**src/rtl/supersample_sched.sv**
```systemverilog
// Block sequencer in front of supersample_top: MCU channel ordering, drain gap, frame counting.
// Optional channel-order checking is enabled with `define SUPERSAMPLE_SCHED_CHK_EN.
module supersample_sched #(
    parameter int DRAIN_CYCLES = 2,
    parameter int MCU_W        = 16
) (
    input  logic               clk,
    input  logic               rst,
    input  logic               start,
    input  logic               mode_420,
    input  logic [MCU_W-1:0]   frame_mcus,
    input  logic               in_valid,
    input  logic [1:0]         in_ch,
    input  logic [575:0]       in_block,
    output logic               in_ready,
    output logic               ss_valid,
    output logic [1:0]         ss_ch,
    output logic [575:0]       ss_block,
    output logic               busy,
    output logic               frame_done,
    output logic               seq_err
);

    typedef enum logic [2:0] {
        S_IDLE  = 3'd0,
        S_Y     = 3'd1,
        S_CB    = 3'd2,
        S_CR    = 3'd3,
        S_DRAIN = 3'd4
    } state_t;

    state_t             state_r;
    logic               mode_420_r;
    logic [MCU_W-1:0]   frame_mcus_r;
    logic [MCU_W-1:0]   mcu_cnt_r;
    logic [2:0]         y_cnt_r;
    logic [3:0]         drain_cnt_r;
    logic               frame_done_r;
    logic               ss_valid_r;
    logic [1:0]         ss_ch_r;
    logic [575:0]       ss_block_r;

    logic               accept_s;
    logic               start_acc_s;
    logic               y_last_s;
    logic [1:0]         exp_ch_s;
    logic               ready_s;
    logic [MCU_W-1:0]   mcu_next_s;

    // State decode: handshake ready and the channel the current state expects
    always_comb begin
        ready_s  = 1'b0;
        exp_ch_s = 2'd0;
        case (state_r)
            S_Y: begin
                ready_s  = 1'b1;
                exp_ch_s = 2'd0;
            end
            S_CB: begin
                ready_s  = 1'b1;
                exp_ch_s = 2'd1;
            end
            S_CR: begin
                ready_s  = 1'b1;
                exp_ch_s = 2'd2;
            end
            default: begin
                ready_s  = 1'b0;
                exp_ch_s = 2'd0;
            end
        endcase
    end

    assign accept_s    = in_valid && ready_s;
    assign start_acc_s = start && (state_r == S_IDLE);
    assign y_last_s    = mode_420_r ? (y_cnt_r == 3'd3) : 1'b1;
    assign mcu_next_s  = mcu_cnt_r + MCU_W'(1);

    // Sequencing FSM with frame bookkeeping
    always_ff @(posedge clk or posedge rst) begin
        if (rst) begin
            state_r      <= S_IDLE;
            mode_420_r   <= 1'b0;
            frame_mcus_r <= '0;
            mcu_cnt_r    <= '0;
            y_cnt_r      <= 3'd0;
            drain_cnt_r  <= 4'd0;
            frame_done_r <= 1'b0;
        end else begin
            frame_done_r <= 1'b0;
            case (state_r)
                S_IDLE: begin
                    if (start) begin
                        mode_420_r   <= mode_420;
                        frame_mcus_r <= frame_mcus;
                        mcu_cnt_r    <= '0;
                        y_cnt_r      <= 3'd0;
                        if (frame_mcus == '0) begin
                            frame_done_r <= 1'b1;
                        end else begin
                            state_r <= S_Y;
                        end
                    end
                end
                S_Y: begin
                    if (accept_s) begin
                        y_cnt_r <= y_cnt_r + 3'd1;
                        if (y_last_s) begin
                            state_r <= S_CB;
                        end
                    end
                end
                S_CB: begin
                    if (accept_s) begin
                        state_r <= S_CR;
                    end
                end
                S_CR: begin
                    if (accept_s) begin
                        mcu_cnt_r <= mcu_next_s;
                        if (DRAIN_CYCLES > 0) begin
                            state_r     <= S_DRAIN;
                            drain_cnt_r <= 4'(DRAIN_CYCLES - 1);
                        end else if (mcu_next_s == frame_mcus_r) begin
                            state_r      <= S_IDLE;
                            frame_done_r <= 1'b1;
                        end else begin
                            state_r <= S_Y;
                            y_cnt_r <= 3'd0;
                        end
                    end
                end
                S_DRAIN: begin
                    if (drain_cnt_r == 4'd0) begin
                        if (mcu_cnt_r == frame_mcus_r) begin
                            state_r      <= S_IDLE;
                            frame_done_r <= 1'b1;
                        end else begin
                            state_r <= S_Y;
                            y_cnt_r <= 3'd0;
                        end
                    end else begin
                        drain_cnt_r <= drain_cnt_r - 4'd1;
                    end
                end
                default: begin
                    state_r <= S_IDLE;
                end
            endcase
        end
    end

    // Output stage: one-cycle registered forward, tagged by state rather than in_ch
    always_ff @(posedge clk or posedge rst) begin
        if (rst) begin
            ss_valid_r <= 1'b0;
            ss_ch_r    <= 2'd0;
            ss_block_r <= '0;
        end else begin
            ss_valid_r <= accept_s;
            if (accept_s) begin
                ss_ch_r    <= exp_ch_s;
                ss_block_r <= in_block;
            end
        end
    end

`ifdef SUPERSAMPLE_SCHED_CHK_EN
    logic seq_err_r;

    // Sticky channel-order error, cleared by an accepted start
    always_ff @(posedge clk or posedge rst) begin
        if (rst) begin
            seq_err_r <= 1'b0;
        end else if (start_acc_s) begin
            seq_err_r <= 1'b0;
        end else if (accept_s && (in_ch != exp_ch_s)) begin
            seq_err_r <= 1'b1;
        end
    end

    assign seq_err = seq_err_r;
`else
    logic unused_chk_s;
    assign unused_chk_s = ^{in_ch, start_acc_s};
    assign seq_err      = 1'b0;
`endif

    assign in_ready   = ready_s;
    assign busy       = (state_r != S_IDLE);
    assign frame_done = frame_done_r;
    assign ss_valid   = ss_valid_r;
    assign ss_ch      = ss_ch_r;
    assign ss_block   = ss_block_r;

endmodule

```
**config.mk**
```make
export PLATFORM = sky130hd
export DESIGN_NAME = supersample_sched
export DESIGN_NICKNAME = d
export VERILOG_FILES = /design/src/rtl/supersample_sched.sv
export SDC_FILE = /design/constraint.sdc
export NUM_CORES = 2
export LEC_CHECK = 0
export CAP_MARGIN = 20
export CELL_PAD_IN_SITES_DETAIL_PLACEMENT = 1
export CELL_PAD_IN_SITES_GLOBAL_PLACEMENT = 2
export CORE_AREA = 2 2 461 463
export CTS_BUF_LIST = sky130_fd_sc_hd__clkbuf_4 sky130_fd_sc_hd__clkbuf_8 sky130_fd_sc_hd__clkbuf_16
export CTS_CLUSTER_SIZE = 10
export DETAILED_ROUTE_END_ITERATION = 6
export DIE_AREA = 0 0 463 465
export GPL_TIMING_DRIVEN = 0
export PLACE_DENSITY = 0.47
export SETUP_SLACK_MARGIN = 0.1
export SLEW_MARGIN = 15
export SYNTH_ARGS = -nofsm -noshare
export SYNTH_HDL_FRONTEND = slang
export SYNTH_SLANG_ARGS = --single-unit
```
**constraint.sdc**
```tcl
create_clock -name clk -period 23.6 [get_ports clk]
set_input_delay 4.72 -clock clk [delete_from_list [all_inputs] [get_ports clk]]
set_output_delay 4.72 -clock clk [all_outputs]
set_load 0.01 [all_outputs]
```
==> results.md <==
- GRT Util Overall: 13.9%
- Number of levels in the clock H-tree: 3
- Post-CTS setup buffers: 0
- Critical path class: reg -> out
- Fraction of layout instances using a drive strength above 1: 29.7%
- Critical path peak fanout: 10
- Fin. Hold Viols: 0
- Initial antenna violation count: 75
- Die ar.: 215000 um^2
- Final setup violation count: 0
- Achievable Freq: 0.138 GHz
- Die X: 463 um
- M3 GR Usage: 7.35%
- Vias in the first global route: 19800
- Tot Pwr: 6.12 mW
- Wire length of the first global-routing pass: 200 mm
- Number of clock sinks: 623
- GR Overflow Total: 0
- Detailed-route wire length: 153 mm
- Area delta synth->final: 77.6%
- Number of placed I/O pins: 1182
- Worst path arrival time: 2500 ps
- Mapped Cells: 1446
- Clock tree skew after final layout: 38.9 ps
- Average wire per standard cell: 27.2 um
- Commonest non-fill, non-tap cell in the layout: clkdlybuf4s50_1
- Max capacitance violation total: 0
- Largest net degree at the start of global routing: 96
- Combined area of all synthesized cells: 23800 um^2
- Count of antenna-violating nets left after detailed routing: 0
- Power density over cell area: 145 nW/um^2
- Placeable core region: 211000 um^2
- Slowest CP cell: clkdlybuf4s50_1
- Combined buffer and inverter count along the critical path: 3
- Cell row count: 169
- Final HPWL DP: 128 mm
- Final Max Slew Viols: 0
- Post-CTS resize count: 0
- Number of warnings issued by yosys: 0
- Number of buffers added on ports: 1178
- Vias per Instance: 3.20
- Global route hottest layer: met2
- Share of flip-flops with an asynchronous set or reset: 100%
- Final Cycle Share: 30.6%
- Via count of the routed design: 18000
- Most frequent cells in the layout: clkdlybuf4s50_1, dfrtp_1, mux2_2, clkbuf_16, buf_4
- Sequential fraction of the synthesis area: 65.6%
- Skew-Pair Late Insertion Delay: 710 ps
- Startpoint types: flop
- Setup_tns: 0 ps
- Layout Utilization: 20.0%
- Number of DRC violations after detailed routing: 0
- Fin crit period: 7220 ps
- Count of TritonRoute iterations in the first routing pass: 4
- Leading post-synthesis cells by cell area: dfrtp_1, mux2_2, buf_4, xnor2_1, xor2_1
- Top FF cell, synth: dfrtp_1
- Detailed Route Iter0 Violations: 559
- VDD IR-drop max: 68.8 uV
- Buffer depth of the longest clock path: 3
- Setup repair after global routing missed its margin: false
- Synth area leader: dfrtp_1
- Number of nets in the layout: 3323
- Data required time of the critical path: 18880 ps
- Type of destination of the critical path: output port
- CTS clock-pin slew for the worst setup and hold paths: 60 ps
- Die height: 465 um
- Worst hold margin: 505 ps
- Mean post-synth cell area: 16.4 um^2
- Total CTS buffers: 87
- Yosys top cell area share: 65.6%
- Tightest Hold Check Type: reg -> reg
- Weighted congestion at the end of routability-driven global placement: 0.811
- Number of library cell types mapped by synthesis: 39
- GRT met1 Usage: 16.5%
- Clock root buffer: clkbuf_16
- GRT met2 Usage: 22.3%
- TritonCTS clock tree: yes
- Normalized max-slew margin: 36.4%
- Transition time at the pin with the least slew margin: 951 ps
- Slowest cell delay on critical path: 720 ps
- Quantity of hold-fixing buffers added after cts: 0
- Critical path's top delay family: buffers and inverters
- Number of enable flip-flop cells after synthesis: 0
- Cell Count, Final, Fillers Out: 5624
- Cell-by-cell trace of the critical path: buf_2, clkbuf_1, nor2_1, clkdlybuf4s50_1
- FF+latch count, synth: 623
- Number of instances in the placed design: 5452
- Initial Util: 11.3%
- Static Leakage: 16.4 nW
- Total nets after synthesis: 2049
- Run status: finished clean
[final cells by class]
cell class	count	area [um^2]
fillers	23500	169000
flip-flops and latches	623	15600
repair buffers	1185	12000
multi-input cells	740	7650
well taps	2821	3530
clock buffers	135	2660
plain buffers	73	493
clock inverters	15	224
diodes	22	55.1
inverters	10	45.0
[state kept, by name (all words and copies together) (netlist names), 2 cells and up]
signal and flops:
mcu_cnt_r 16, ss_block 576, y_cnt_r 3, state_r 3, frame_mcus_r 16, ss_ch 2, drain_cnt_r 4
[stage by stage]
step / instance area (um^2) / setup slack (ps)
floorplan: 23800 / 1430
global placement: 39100 / -11130
detailed placement: 39300 / 15430
CTS: 42200 / 16140
global route: 42200 / 16120
finish: 42200 / 16380
[worst register-to-register path: cells and delay by family, from the launching register on]
| family | cells | cell delay [ps] |
|---|---|---|
| buf+inv | 4 | 1690 |
| mux | 1 | 380 |
| flops | 1 | 360 |
| simple gates | 2 | 420 |
[Yosys cell counts, drive strengths merged, types with 4 or more instances]
master  number
nand2       17
ha           4
nand4        8
nor2        27
mux2       593
xor2        12
nand3        8
dfrtp      623
xnor2       19
inv         10
o21ai        6
buf         71
nor4         6
a21oi        6
[routing by layer]
layer	routed length [um]	up-vias
li1	-	7671
met1	61100	9214
met2	70200	895
met3	18700	194
met4	2630	18
met5	110	-
[path summary, 6_finish.rpt]
check                      cells after the start  slack [ps]            end           from
max in group asynchronous                      5       17110  ss_block[355]            rst
setup reg to reg                               7       20600   ss_block[10]     state_r[2]
hold reg to reg                                1         500  ss_block[298]  ss_block[298]
min in group asynchronous                      2        4510  ss_block[205]            rst
hold / removal                                 1         500  ss_block[298]  ss_block[298]
setup / recovery                               4       16380       in_ready     state_r[2]
[logic make-up (layout without fill, tap and decap cells)]
kind of cell	after synthesis	after routing	share of synthesized area, %
and+or+nand+nor	85	85	1.82
muxes	596	596	28.2
DFF	623	623	65.6
AOI/OAI and AO/OA	23	23	0.779
other	1	23	0.0158
adders and majority gates	4	4	0.211
buffers and inverters	83	1418	2.23
xor gates and xnor gates	31	31	1.14
[power breakdown]
part           internal (mW)  total, mW  switching, mW  leakage, nW
Clock                  0.806       1.36          0.552         1.45
Sequential              1.61       1.93          0.322         7.35
Combinational           1.53       2.84           1.31         7.62
Total                   3.94       6.12           2.18         16.4
No activity file was read; power rests on OpenSTA's default activity.
